`src/rtl/amp_adc_responder.sv`:
```
// -----------------------------------------------------------------------------
// amp_adc_responder
//
// Slave-side model of a programmable pre-amplifier plus a two-channel ADC that
// share one SPI clock. Every pin from the master is brought into the clk
// domain through a SYNC_STAGES-deep synchronizer. All actions happen on
// edges detected on the synchronized copies.
//
// Gain path (amp_cs framed):
//   An 8-bit gain word is shifted in MSB first on spi_sck rising edges. A
//   write that ends with exactly 8 bits updates gain_a/gain_b. The previous
//   gain word is echoed on amp_dout, MSB first, changing on spi_sck falling
//   edges.
//
// ADC path (ad_conv framed):
//   A rising edge of ad_conv captures sample_a/sample_b. The falling edges of
//   spi_sck are then numbered k = 1..34:
//     k = 1,2   Hi-Z
//     k = 3..16 channel A, MSB first
//     k = 17,18 Hi-Z
//     k = 19..32 channel B, MSB first
//     k = 33,34 Hi-Z
//
// Ports:
//   clk, rst                      system clock, async active-low reset
//   spi_sck, spi_mosi             SPI clock and gain data from the master
//   amp_cs, amp_shdn              amplifier select (low), shutdown (high)
//   ad_conv                       conversion start (rising edge)
//   sample_a, sample_b            channel values captured at conversion start
//   spi_miso, miso_oe             ADC serial data and its drive enable
//   amp_dout                      echo of the previous gain word
//   gain_a, gain_b                live gain codes
//   gain_valid, gain_err          one-clk gain write result pulses
//   frame_done, conv_overrun      one-clk ADC frame pulses
//   frame_busy                    ADC frame in progress
// -----------------------------------------------------------------------------
module amp_adc_responder #(
    parameter int SYNC_STAGES = 2,
    parameter int DATA_W      = 14
) (
    input  logic              clk,
    input  logic              rst,
    input  logic              spi_sck,
    input  logic              spi_mosi,
    input  logic              amp_cs,
    input  logic              amp_shdn,
    input  logic              ad_conv,
    input  logic [DATA_W-1:0] sample_a,
    input  logic [DATA_W-1:0] sample_b,
    output logic              spi_miso,
    output logic              miso_oe,
    output logic              amp_dout,
    output logic [3:0]        gain_a,
    output logic [3:0]        gain_b,
    output logic              gain_valid,
    output logic              gain_err,
    output logic              frame_done,
    output logic              conv_overrun,
    output logic              frame_busy
);

    // Slot boundaries, expressed as the last k of each region.
    localparam int K_LEAD_END  = 2;
    localparam int K_A_END     = K_LEAD_END + DATA_W;
    localparam int K_GAP_END   = K_A_END + 2;
    localparam int K_B_END     = K_GAP_END + DATA_W;
    localparam int K_FRAME_END = K_B_END + 2;
    localparam int KW          = $clog2(K_FRAME_END + 1);

    // Synchronizer bit order {shdn, conv, cs, mosi, sck}; idle levels on the right.
    localparam logic [4:0] SYNC_IDLE = 5'b00100;
    // Edge-detect history bit order {conv, cs, sck}.
    localparam logic [2:0] PREV_IDLE = 3'b010;

    typedef enum logic [2:0] {
        S_IDLE,
        S_LEAD,
        S_DATA_A,
        S_GAP,
        S_DATA_B,
        S_TAIL
    } adc_state_t;

    // ------------------------------------------------------------------ sync
    logic [4:0] sync_q [SYNC_STAGES];
    logic [2:0] prev_q;
    logic [4:0] pins;
    logic [4:0] now_s;

    assign pins  = {amp_shdn, ad_conv, amp_cs, spi_mosi, spi_sck};
    assign now_s = sync_q[SYNC_STAGES-1];

    // NOTE: the synchronizer array is reset on purpose. It must come out of
    // reset at the idle pin levels; otherwise a false chip-select or
    // conversion edge could be detected right after reset is released.
    always_ff @(posedge clk or negedge rst) begin
        if (!rst) begin
            for (int i = 0; i < SYNC_STAGES; i++) sync_q[i] <= SYNC_IDLE;
            prev_q <= PREV_IDLE;
        end else begin
            sync_q[0] <= pins;
            for (int i = 1; i < SYNC_STAGES; i++) sync_q[i] <= sync_q[i-1];
            prev_q <= {now_s[3], now_s[2], now_s[0]};
        end
    end

    logic sck_s, mosi_s, cs_s, conv_s, shdn_s;
    logic sck_rise, sck_fall, cs_rise, cs_fall, conv_rise;

    assign sck_s     = now_s[0];
    assign mosi_s    = now_s[1];
    assign cs_s      = now_s[2];
    assign conv_s    = now_s[3];
    assign shdn_s    = now_s[4];
    assign sck_rise  =  sck_s  & ~prev_q[0];
    assign sck_fall  = ~sck_s  &  prev_q[0];
    assign cs_rise   =  cs_s   & ~prev_q[1];
    assign cs_fall   = ~cs_s   &  prev_q[1];
    assign conv_rise =  conv_s & ~prev_q[2];

    // ------------------------------------------------------------- gain path
    logic [3:0] bit_cnt;
    logic [7:0] shift_in;
    logic [7:0] dout_sh;

    // NOTE: sequential state is written with non-blocking assignments only,
    // so every flop samples the values from before the clock edge.
    always_ff @(posedge clk or negedge rst) begin
        if (!rst) begin
            bit_cnt    <= '0;
            shift_in   <= '0;
            dout_sh    <= '0;
            amp_dout   <= 1'b0;
            gain_a     <= '0;
            gain_b     <= '0;
            gain_valid <= 1'b0;
            gain_err   <= 1'b0;
        end else begin
            gain_valid <= 1'b0;
            gain_err   <= 1'b0;

            if (cs_fall) begin
                bit_cnt  <= '0;
                dout_sh  <= {gain_b, gain_a};
                amp_dout <= gain_b[3];
            end else if (!cs_s) begin
                if (sck_rise) begin
                    shift_in <= {shift_in[6:0], mosi_s};
                    if (bit_cnt != 4'd15) bit_cnt <= bit_cnt + 4'd1;
                end
                if (sck_fall) begin
                    dout_sh  <= {dout_sh[6:0], 1'b0};
                    amp_dout <= dout_sh[6];
                end
            end else begin
                amp_dout <= 1'b0;
            end

            // A write that ends during shutdown is dropped silently.
            if (cs_rise && !shdn_s) begin
                if (bit_cnt == 4'd8) begin
                    gain_a     <= shift_in[3:0];
                    gain_b     <= shift_in[7:4];
                    gain_valid <= 1'b1;
                end else begin
                    gain_err <= 1'b1;
                end
            end

            // Shutdown clears the stored gains, so they stay 0 after release
            // until a new write arrives.
            if (shdn_s) begin
                gain_a <= '0;
                gain_b <= '0;
            end
        end
    end

    // -------------------------------------------------------------- ADC path
    adc_state_t        state, state_n;
    logic [KW-1:0]     k, k_n;
    logic [DATA_W-1:0] sh_a, sh_a_n, sh_b, sh_b_n;
    logic              miso_n, oe_n, done_n, ovr_n;

    always_ff @(posedge clk or negedge rst) begin
        if (!rst) begin
            state        <= S_IDLE;
            k            <= '0;
            sh_a         <= '0;
            sh_b         <= '0;
            spi_miso     <= 1'b0;
            miso_oe      <= 1'b0;
            frame_done   <= 1'b0;
            conv_overrun <= 1'b0;
        end else begin
            state        <= state_n;
            k            <= k_n;
            sh_a         <= sh_a_n;
            sh_b         <= sh_b_n;
            spi_miso     <= miso_n;
            miso_oe      <= oe_n;
            frame_done   <= done_n;
            conv_overrun <= ovr_n;
        end
    end

    // The captured samples are held in shifters. Each data slot sends the MSB
    // and then shifts, so no variable bit index is needed.
    always_comb begin
        // NOTE: every signal gets a default first, so no path through this
        // block leaves a value unassigned and no latch is inferred.
        state_n = state;
        k_n     = k;
        sh_a_n  = sh_a;
        sh_b_n  = sh_b;
        miso_n  = spi_miso;
        oe_n    = miso_oe;
        done_n  = 1'b0;
        ovr_n   = 1'b0;

        case (state)
            S_IDLE: begin
                if (conv_rise) begin
                    state_n = S_LEAD;
                    k_n     = '0;
                    sh_a_n  = sample_a;
                    sh_b_n  = sample_b;
                    miso_n  = 1'b0;
                    oe_n    = 1'b0;
                end
            end
            default: begin
                // A conversion edge during a frame, including one on the
                // closing k = 34 edge, is reported and otherwise ignored.
                if (conv_rise) ovr_n = 1'b1;
                if (sck_fall) begin
                    k_n    = k + 1'b1;
                    miso_n = 1'b0;
                    oe_n   = 1'b0;
                    if (k_n <= KW'(K_LEAD_END)) begin
                        state_n = S_LEAD;
                    end else if (k_n <= KW'(K_A_END)) begin
                        state_n = S_DATA_A;
                        oe_n    = 1'b1;
                        miso_n  = sh_a[DATA_W-1];
                        sh_a_n  = {sh_a[DATA_W-2:0], 1'b0};
                    end else if (k_n <= KW'(K_GAP_END)) begin
                        state_n = S_GAP;
                    end else if (k_n <= KW'(K_B_END)) begin
                        state_n = S_DATA_B;
                        oe_n    = 1'b1;
                        miso_n  = sh_b[DATA_W-1];
                        sh_b_n  = {sh_b[DATA_W-2:0], 1'b0};
                    end else if (k_n < KW'(K_FRAME_END)) begin
                        state_n = S_TAIL;
                    end else begin
                        state_n = S_IDLE;
                        done_n  = 1'b1;
                    end
                end
            end
        endcase
    end

    assign frame_busy = (state != S_IDLE);

endmodule
```
`config.mk`:
```
export PLATFORM = sky130hd
export DESIGN_NAME = amp_adc_responder
export DESIGN_NICKNAME = d
export VERILOG_FILES = /design/src/rtl/amp_adc_responder.sv
export SDC_FILE = /design/constraint.sdc
export NUM_CORES = 1
export LEC_CHECK = 0
export CAP_MARGIN = 20
export CORE_ASPECT_RATIO = 0.6
export CORE_UTILIZATION = 55
export CTS_CLUSTER_DIAMETER = 30
export DETAILED_ROUTE_END_ITERATION = 12
export PLACE_DENSITY = 0.91
export SYNTH_ARGS = -nofsm -noshare
export SYNTH_HDL_FRONTEND = slang
export SYNTH_SLANG_ARGS = --single-unit
```
`constraint.sdc`:
```
create_clock -name clk -period 3.5 [get_ports clk]
set_clock_uncertainty 0.2 [all_clocks]
set_input_delay 0.7 -clock clk [delete_from_list [all_inputs] [get_ports clk]]
set_output_delay 0.7 -clock clk [all_outputs]
set_load 0.03 [all_outputs]
```
==> metrics.md, run 1 <==
| Metric | Value |
|---|---|
| Worst-path fanout max | 15 |
| Psw | 1115 uW |
| Die Y | 66.70 um |
| Synth warn | 0 |
| WL final | 8940 um |
| Final Hold Vio Count | 0 |
| Complex-gate fraction of the synthesized area | 14.41% |
| Net Sw Frac | 33.85% |
| Critical-path cell list | ha_1, and2_1, a21oi_1, o32ai_1, o21ai_0, a31oi_4, buf_4, mux2_2 |
| Power Total | 3294 uW |
| Total Routing Usage GR | 26.87% |
| Internal cell power | 2179 uW |
| Sequential share of power | 42.5% |
| Worst Hold Class | reg2reg |
| Main flop type after synthesis | dfrtp_1 |
| Comb pwr share | 28.7% |
| FP Rows | 23 |
| WP buf/inv | 1 |
| Post-route ant nets | 0 |
| I/O Pins | 51 |
| Vias in the first global route | 2,784 |
| Worst Path Required | 3.52 ns |
| Post-synthesis simple-gate area fraction | 15.32% |
| Max Buffers Root-to-Sink | 2 |
| Register area | 2106 sq um |
| Total CTS buffers | 9 |
| Mapped Area | 3837 sq um |
| Slowest-stage cell, CP | dfrtp_1 |
| Most common cell after layout, fill and taps aside | dfrtp_1 |
| Clock tree from TritonCTS | done |
| Adder-cell share of the synthesized area | 1.304% |
| Slew margin rel. | 32.48% |
| Hpwl dp | 5815 um |
| Fin. max-slew vios | 0 |
| Critical path type | reg2reg |
| Clock sink count | 84 |
| Nets | 432 |
| Nature of the critical path endpoint | register |
| Layout Cell Area excl Fill | 4707 sq um |
| Placed cell areas | 4358 sq um |
| Vias/cell | 6.060 |
| Peak VDD IR | 0.0003109 V |
| Clock power share | 28.9% |
| Crit start category | register |
| Hold_buf cts | 0 |
| Yosys top cell area share | 52.82% |
| Distinct cell type count after synthesis | 53 |
| Max-cap viol count | 0 |
| GR Overflow Total | 0 |
| Root buffer cell | clkbuf_16 |
| Cells after Synth | 345 |
| Layout cells sized above 1 | 16.33% |
| Post-synth EDFFs | 0 |
| Status | finished clean |
| Cell taking the most area after synthesis | dfrtp_1 |
| GP Congestion | 0.8468 |
| Pleak | 0.002085 uW |
| Endpoints failing setup | 0 |
| RSZ-0062 raised after global routing | false |
| Initial DRT Pass Iterations | 4 |
| Syn Area/Cell | 11.12 sq um |
| Final Cycle Share | 93.56% |
| # DRC | 0 |
| P&R area growth vs syn | 22.66% |
| Crit path max-delay family | compound AO/OA/AOI/OAI gates |
| Antenna fix cells | 0 |
| Period minus WS final | 3.275 ns |
| Post-route setup TNS | 0 ns |
| Yosys reg bits | 84 |
| Largest net degree at the start of global routing | 85 |
| Area of the core | 6705 sq um |
| Clock Pin Slew Worst Setup and Hold Paths | 0.07 ns |
| Chip Width | 109.8 um |
| Post-CTS Setup Bufs | 0 |
| Clk Latency, worst-skew pair | 0.34 ns |
| FFs w/ async S/R, synth | 100.0% |
| Wirelength per Cell | 18.43 um |
| DRT iter0 DRCs | 294 |
| Initial antenna violation count | 0 |
| Total die area | 7326 sq um |
| Wire length of the first global-routing pass | 14,300 um |
| Worst slew pin tran | 1.009 ns |
| Synth Area in XOR/XNOR | 1.369% |
| Largest family of logic cells by synthesized area | simple AND/OR/NAND/NOR gates |
| CTS resizes | 0 |
| Initial Util | 57.23% |
| H-tree levels | 3 |
| Synth area leaders | dfrtp_1 (53%), nand2_1 (6.0%), o221a_2 (4.1%) |
| Max Fclk | 305.4 MHz |
| Pwr dens | 699.8 nW/um^2 |
| Port Buf Inserts | 50 |
| Share of the yosys chip area belonging to registers | 54.87% |
| CP peak stage delay | 0.60 ns |
| Crit path DAT | 3.30 ns |
| Syn_nets | 384 |
| Proportion of synthesized area in mux cells | 9.097% |
| Most frequent cells in the layout | dfrtp_1 (81), nand2_1 (61), clkdlybuf4s50_1 (49) |
| Vias | 2,939 |
| Fill count | 456 |
| Multi-input gate area | 1593 sq um |
-- logic make-up after synthesis --
kind of cell	count (synthesis)
simple gates	123
mux	29
xor+xnor	6
flops	84
fa+ha+maj	4
compound gates	71
buf+inv	28
-- cell usage after synthesis (4+ instances only) --
cell	instances
a21oi_1	8
a22o_1	9
buf_2	8
clkbuf_1	7
dfrtp_1	81
ha_1	4
inv_1	10
mux2_2	11
mux2_4	9
mux2i_1	9
nand2_1	61
nand3_1	5
nor2_1	20
o21ai_0	20
o221a_2	14
or3_1	14
-- registers in the layout, indices dropped and copies added, names as in the netlist, 3 cells and up --
name	flops
sh_a	14
now_s	5
state	3
bit_cnt	4
dout_sh	7
gain_b	4
sync_q	5
k	6
sh_b	14
gain_a	4
prev_q	3
shift_in	8
-- power groups by stage --
stage	combinational (uW)	clock, uW	sequential, uW
CTS	939	957	1390
finish	944	950	1400
global placement	881	0	1390
detailed placement	925	0	1400
global route	1040	992	1430
floorplan	726	0	1350
-- routing by layer --
layer / share of wire (%) / track usage (%)
met2: 46 / 40.94
met4: 1.9 / 8.500
met1: 44 / 36.29
met3: 8.3 / 9.002
met5: 0 / 0
-- through the flow --
stage	cells	util (%)	hold slack [ns]	worst slack, ns
floorplan	345	-	0.1312	0.9786
global placement	466	64.99	0.1339	0.4869
detailed placement	466	64.99	0.1365	0.3284
CTS	482	69.53	0.1532	0.2738
global route	485	70.20	0.1597	0.01581
finish	485	70.20	0.1549	0.2254
-- final timing paths --
path / endpoint / cells past startpoint / slack [ns] / startpoint
hold reg to reg: now_s[4] / 0 / 0.15 / sync_q[9]
setup / recovery: sh_a[3] / 8 / 0.23 / k[0]
hold / removal: now_s[4] / 0 / 0.15 / sync_q[9]
min in group asynchronous: bit_cnt[0] / 2 / 0.53 / rst
max in group asynchronous: sync_q[7] / 3 / 1.96 / rst
setup reg to reg: sh_a[3] / 8 / 0.23 / k[0]
-- final cells by class --
| type | instances | share of cell area (%) |
|---|---|---|
| sequential | 84 | 44.74 |
| multi-input combinational | 233 | 33.84 |
| timing repair buffer | 55 | 11.86 |
| clock buffer | 9 | 4.785 |
| tap | 87 | 2.313 |
| clock inverter | 7 | 1.675 |
| inverter | 10 | 0.7974 |
No activity file was read; power rests on OpenSTA's default activity.
==> run 2: changes to the inputs <==
==> constraint.sdc (replaced) <==
create_clock -name clk -period 3.5 [get_ports clk]
set_clock_uncertainty 0.2 [all_clocks]
set_input_delay 0.7 -clock clk [delete_from_list [all_inputs] [get_ports clk]]
set_output_delay 0.7 -clock clk [all_outputs]
set_load 0.1 [all_outputs]
==> run 2 against run 1 <==
  * First-iteration DRC count decreased by 16%
  * Cell count increased by 0.41%
  * Flip-flop and latch count unchanged
  * Total power increased by 0.43%
  * Critical path depth unchanged
  * Critical endpoint is now sh_a[1]
  * Highest routed layer unchanged
==> metrics.md, run 2 (synthesized netlist as in run 1, its figures left out) <==
| Metric | Value |
|---|---|
| Top flop regs | sh_a x14, sh_b x14, shift_in x8 (unchanged) |
| Vias in the first global route | 2,739 (was 2,784) |
| Period minus WS final | 3.097 ns (was 3.275 ns) |
| Worst-path fanout max | 15 (unchanged) |
| GP Congestion | 0.8452 (was 0.8468) |
| DRT iter0 DRCs | 248 (was 294) |
| FP Rows | 23 (unchanged) |
| Post-CTS Setup Bufs | 0 (unchanged) |
| Final setup margin | 0.4031 ns (was 0.2254 ns) |
| Hold Path End | now_s[3] (was now_s[4]) |
| Wire length of the first global-routing pass | 13,720 um (was 14,300 um) |
| R2R depth | 8 (unchanged) |
| Final Cycle Share | 88.48% (was 93.56%) |
| P&R area growth vs syn | 21.13% (was 22.66%) |
| RSZ-0062 raised after global routing | false (unchanged) |
| Clock power share | 25.9% (was 28.9%) |
| Hold depth | 0 (unchanged) |
| Area of the core | 6705 sq um (unchanged) |
| Setup slack after placement | 0.4569 ns (was 0.3284 ns) |
| CTS resizes | 0 (unchanged) |
| Total die area | 7326 sq um (unchanged) |
| Initial DRT Pass Iterations | 5 (was 4) |
| Initial antenna violation count | 0 (unchanged) |
| RR Startpoint | k[0] (unchanged) |
| Vias/cell | 6.066 (was 6.060) |
| Total CTS buffers | 9 (unchanged) |
| # DRC | 0 (unchanged) |
| Antenna fix cells | 0 (unchanged) |
| Psw | 1147 uW (was 1115 uW) |
| Max Fclk | 322.9 MHz (was 305.4 MHz) |
| Sequential share of power | 42.4% (was 42.5%) |
| Most frequent cells in the layout | dfrtp_1 (81), nand2_1 (61), clkdlybuf4s50_1 (33) (was dfrtp_1 (81), nand2_1 (61), clkdlybuf4s50_1 (49)) |
| Final Hold Vio Count | 0 (unchanged) |
| Status | finished clean (unchanged) |
| Worst r2r dst | sh_a[1] (was sh_a[3]) |
| Internal cell power | 2161 uW (was 2179 uW) |
| Largest net degree at the start of global routing | 85 (unchanged) |
| Nature of the critical path endpoint | register (unchanged) |
| Slew margin rel. | 33.96% (was 32.48%) |
| Pleak | 0.002102 uW (was 0.002085 uW) |
| Worst Hold Class | reg2reg (unchanged) |
| Post-route ant nets | 0 (unchanged) |
| Max-cap viol count | 0 (unchanged) |
| Fin. max-slew vios | 0 (unchanged) |
| Hpwl dp | 5784 um (was 5815 um) |
| Crit path max-delay family | compound AO/OA/AOI/OAI gates (unchanged) |
| Total Routing Usage GR | 25.83% (was 26.87%) |
| CP peak stage delay | 0.61 ns (was 0.60 ns) |
| GR Overflow Total | 0 (unchanged) |
| Multi-input gate area | 1593 sq um (unchanged) |
| Nets | 434 (was 432) |
| Worst Path Required | 3.51 ns (was 3.52 ns) |
| Wirelength per Cell | 17.67 um (was 18.43 um) |
| Layout cells sized above 1 | 20.25% (was 16.33%) |
| Pwr dens | 711.7 nW/um^2 (was 699.8 nW/um^2) |
| Initial Util | 57.23% (unchanged) |
| Clk Latency, worst-skew pair | 0.33 ns (was 0.34 ns) |
| Worst Min Path Start | sync_q[8] (was sync_q[9]) |
| H-tree levels | 3 (unchanged) |
| Post-route setup TNS | 0 ns (unchanged) |
| Endpoints failing setup | 0 (unchanged) |
| Chip Width | 109.8 um (unchanged) |
| Critical-path cell list | ha_1, buf_4, nor2_1, a21oi_1, o32ai_1, o21ai_0, a31oi_4, mux2_2 (was ha_1, and2_1, a21oi_1, o32ai_1, o21ai_0, a31oi_4, buf_4, mux2_2) |
| Peak VDD IR | 0.0003726 V (was 0.0003109 V) |
| Slowest-stage cell, CP | a31oi_4 (was dfrtp_1) |
| Critical path type | reg2reg (unchanged) |
| Clock tree from TritonCTS | done (unchanged) |
| Worst slew pin tran | 0.9870 ns (was 1.009 ns) |
| Root buffer cell | clkbuf_16 (unchanged) |
| Fill count | 477 (was 456) |
| Crit path DAT | 3.11 ns (was 3.30 ns) |
| Net Sw Frac | 34.66% (was 33.85%) |
| WL final | 8607 um (was 8940 um) |
| I/O Pins | 51 (unchanged) |
| WP buf/inv | 1 (unchanged) |
| Die Y | 66.70 um (unchanged) |
| Comb pwr share | 31.7% (was 28.7%) |
| Port Buf Inserts | 50 (unchanged) |
| Clock sink count | 84 (unchanged) |
| Most common cell after layout, fill and taps aside | dfrtp_1 (unchanged) |
| R2r setup slk | 0.40 ns (was 0.23 ns) |
| Max Buffers Root-to-Sink | 2 (unchanged) |
| Layout Utilization | 69.32% (was 70.20%) |
| Register area | 2106 sq um (unchanged) |
| Crit start category | register (unchanged) |
| Hold_buf cts | 0 (unchanged) |
| Vias | 2,954 (was 2,939) |
| Clock Pin Slew Worst Setup and Hold Paths | 0.06 ns (was 0.07 ns) |
| CP startpoint | k[0] (unchanged) |
[run 2: power by group through the flow]
stage	clock network, uW	registers, uW	logic, uW
6_report	857	1400	1050
5_1_grt	912	1430	1130
4_1_cts	870	1390	1040
3_5_place_dp	0	1400	1040
3_3_place_gp	0	1390	982
2_1_floorplan	0	1410	752
[run 2: stage by stage]
| stage | instance area, sq um | instances | total power [uW] | hold WS (ns) |
|---|---|---|---|---|
| after floorplan | 3837 | 345 | 2164 | 0.1312 |
| after global placement | 4333 | 468 | 2376 | 0.1330 |
| after detailed placement | 4333 | 468 | 2439 | 0.1358 |
| after CTS | 4603 | 484 | 3303 | 0.1493 |
| after global routing | 4648 | 487 | 3472 | 0.1609 |
| final | 4648 | 487 | 3308 | 0.1478 |
[run 2: area by class of cell]
cell class	count	share of cell area, %
Clock buffer	11	5.007
Inverter	10	0.8075
Multi-Input combinational cell	233	34.27
Sequential cell	84	45.30
Clock inverter	5	0.8075
Timing Repair Buffer	57	11.47
Tap cell	87	2.342
[run 2: worst register-to-register path: stages (launching register included)]
cell and delay [ns]:
dfrtp_1 0.54, ha_1 0.30, buf_4 0.18, nor2_1 0.11, a21oi_1 0.07, o32ai_1 0.26, o21ai_0 0.31, a31oi_4 0.61
mux2_2 0.42
[run 2: how the worst max path moves through the flow]
stage | slack (ns) | end | cells after the start
floorplan | 0.82 | frame_busy | 4
global placement | 0.63 | sh_a[3] | 8
detailed placement | 0.46 | sh_a[1] | 8
CTS | 0.45 | sh_a[1] | 8
global route | 0.10 | sh_a[1] | 8
finish | 0.40 | sh_a[1] | 8
[run 2: per-layer routing]
layer	share of wire (%)	track usage [%]	vias to the layer above
met5	0	0	-
met4	1.2	8.667	0
met3	7.1	9.198	14
met2	45	37.19	123
met1	46	36.23	1480
li1	-	-	1337
==> run 3: changes to the inputs <==
CTS_BUF_LIST = sky130_fd_sc_hd__clkbuf_8   (was not set)
DONT_BUFFER_PORTS = 1   (was not set)
PLACE_DENSITY = 0.81   (was 0.91)
SLEW_MARGIN = 10   (was not set)
==> run 3 against run 2 <==
  * Wire length decreased by 8.2%
  * Largest power group unchanged
  * Global-route usage down 2.3 points
  * Worst hold slack lost 0.13 ns
  * Fmax grew 0.10%
==> metrics.md, run 3 (synthesized netlist as in run 1, its figures left out) <==
| Metric | Value |
|---|---|
| Status | finished clean (unchanged) |
| Die Y | 66.70 um (unchanged) |
| Vias/cell | 6.087 (was 6.066) |
| Crit start category | register (unchanged) |
| Comb pwr share | 29.1% (was 31.7%) |
| Root buffer cell | clkbuf_8 (was clkbuf_16) |
| Sequential share of power | 46.8% (was 42.4%) |
| Wire length of the first global-routing pass | 12,560 um (was 13,720 um) |
| Endpoints failing setup | 0 (unchanged) |
| Chip Width | 109.8 um (unchanged) |
| WL final | 7898 um (was 8607 um) |
| Total Routing Usage GR | 23.52% (was 25.83%) |
| Most frequent cells in the layout | dfrtp_1 (81), nand2_1 (61), nor2_1 (20), o21ai_0 (20) (was dfrtp_1 (81), nand2_1 (61), clkdlybuf4s50_1 (33)) |
| Area of the core | 6705 sq um (unchanged) |
| Net Sw Frac | 34.50% (was 34.66%) |
| Period minus WS final | 3.094 ns (was 3.097 ns) |
| Layout cells sized above 1 | 18.34% (was 20.25%) |
| Clock sink count | 84 (unchanged) |
| Worst Hold Class | in2async (was reg2reg) |
| Post-route setup TNS | 0 ns (unchanged) |
| Port Buf Inserts | 0 (was 50) |
| Max-cap viol count | 0 (unchanged) |
| Nets | 383 (was 434) |
| Hpwl dp | 5393 um (was 5784 um) |
| H-tree levels | 3 (unchanged) |
| Worst-path fanout max | 13 (was 15) |
| Max Fclk | 323.2 MHz (was 322.9 MHz) |
| Initial Util | 57.23% (unchanged) |
| Register area | 2106 sq um (unchanged) |
| I/O Pins | 51 (unchanged) |
| P&R area growth vs syn | 7.564% (was 21.13%) |
| Wirelength per Cell | 18.11 um (was 17.67 um) |
| DRT iter0 DRCs | 256 (was 248) |
| Internal cell power | 2038 uW (was 2161 uW) |
| Fill count | 545 (was 477) |
| GR Overflow Total | 0 (unchanged) |
| Total CTS buffers | 9 (unchanged) |
| Clk Latency, worst-skew pair | 0.35 ns (was 0.33 ns) |
| Vias | 2,654 (was 2,954) |
| RSZ-0062 raised after global routing | false (unchanged) |
| Top flop regs | sh_a x14, sh_b x14, shift_in x8 (unchanged) |
| Most common cell after layout, fill and taps aside | dfrtp_1 (unchanged) |
| Worst slew pin tran | 1.009 ns (was 0.9870 ns) |
| Clock tree from TritonCTS | done (unchanged) |
| Final Hold Vio Count | 0 (unchanged) |
| Fin. max-slew vios | 0 (unchanged) |
| Pleak | 0.001866 uW (was 0.002102 uW) |
| Clock power share | 24.1% (was 25.9%) |
| Hold slack | 0.01501 ns (was 0.1478 ns) |
| Worst Path Required | 3.54 ns (was 3.51 ns) |
| Multi-input gate area | 1593 sq um (unchanged) |
| GP Congestion | 0.9368 (was 0.8452) |
| Pwr dens | 753.7 nW/um^2 (was 711.7 nW/um^2) |
| # DRC | 0 (unchanged) |
| Post-route ant nets | 0 (unchanged) |
| Psw | 1073 uW (was 1147 uW) |
| Vias in the first global route | 2,429 (was 2,739) |
| Cell count after placement | 419 (was 468) |
| Initial DRT Pass Iterations | 5 (unchanged) |
| Slew margin rel. | 32.21% (was 33.96%) |
| Total die area | 7326 sq um (unchanged) |
| Max Buffers Root-to-Sink | 2 (unchanged) |
| Clock Pin Slew Worst Setup and Hold Paths | 0.08 ns (was 0.06 ns) |
| Critical path type | reg2reg (unchanged) |
| Crit path DAT | 3.13 ns (was 3.11 ns) |
| Peak VDD IR | 0.0004454 V (was 0.0003726 V) |
| FP Rows | 23 (unchanged) |
| Final Cycle Share | 88.39% (was 88.48%) |
| Antenna fix cells | 0 (unchanged) |
| Largest net degree at the start of global routing | 85 (unchanged) |
| Initial antenna violation count | 0 (unchanged) |
| Nature of the critical path endpoint | register (unchanged) |
| Finished Layout Cells | 436 (was 487) |
-- run 3: what timing repair did --
item	in CTS	in global routing
hold buffers	1	0
hold endpoints to repair	84	0
gates resized for setup	0	0
buffers inserted	0	0
-- run 3: stage by stage --
step | instance area [sq um] | power [uW] | worst slack, ns | util (%)
6_report | 4128 | 3111 | 0.4064 | 61.56
5_1_grt | 4128 | 3272 | 0.2810 | 61.56
4_1_cts | 4128 | 3119 | 0.4619 | 61.56
3_5_place_dp | 3882 | 2344 | 0.4727 | 57.90
3_3_place_gp | 3882 | 2293 | 0.6529 | 57.90
2_1_floorplan | 3837 | 2164 | 0.8214 | -
-- run 3: final timing paths --
path                       startpoint        end  slack [ns]  depth (start not counted)
setup reg to reg                 k[1]   sh_a[10]        0.41                          8
max in group asynchronous         rst  sync_q[7]        2.69                          1
hold reg to reg             sync_q[6]   now_s[1]        0.15                          0
min in group clk               amp_cs  sync_q[7]        0.14                          0
hold / removal                    rst   spi_miso        0.02                          1
setup / recovery                 k[1]   sh_a[10]        0.41                          8
-- run 3: layout make-up --
| type | count | area share [%] |
|---|---|---|
| Sequential cell | 84 | 51.02 |
| Clock inverter | 6 | 1.940 |
| Clock buffer | 10 | 3.334 |
| Tap cell | 87 | 2.637 |
| Multi-Input combinational cell | 233 | 38.59 |
| Timing Repair Buffer | 6 | 1.576 |
| Inverter | 10 | 0.9094 |
-- run 3: critical path, cell delays in order (launching register included) --
cell and delay (ns):
dfrtp_1 0.49, ha_1 0.45, and2_1 0.28, a21oi_1 0.11, o32ai_1 0.28, o21ai_0 0.30
a31oi_4 0.29, buf_4 0.26, mux2_4 0.32
-- run 3: routing by layer --
layer / part of all wire (%) / vias to the layer above / track usage [%]
met3: 7.1 / 8 / 7.436
met1: 50 / 1310 / 35.19
li1: - / 1232 / -
met5: 0 / - / 0
met2: 42 / 104 / 32.42
met4: 0.87 / 0 / 6.500
-- run 3: power by group through the flow --
stage               clock, uW  sequential (uW)  combinational, uW
finish                    749             1460                905
global route              805             1480                982
CTS                       767             1450                898
detailed placement          0             1470                874
global placement            0             1460                833
floorplan                   0             1410                752
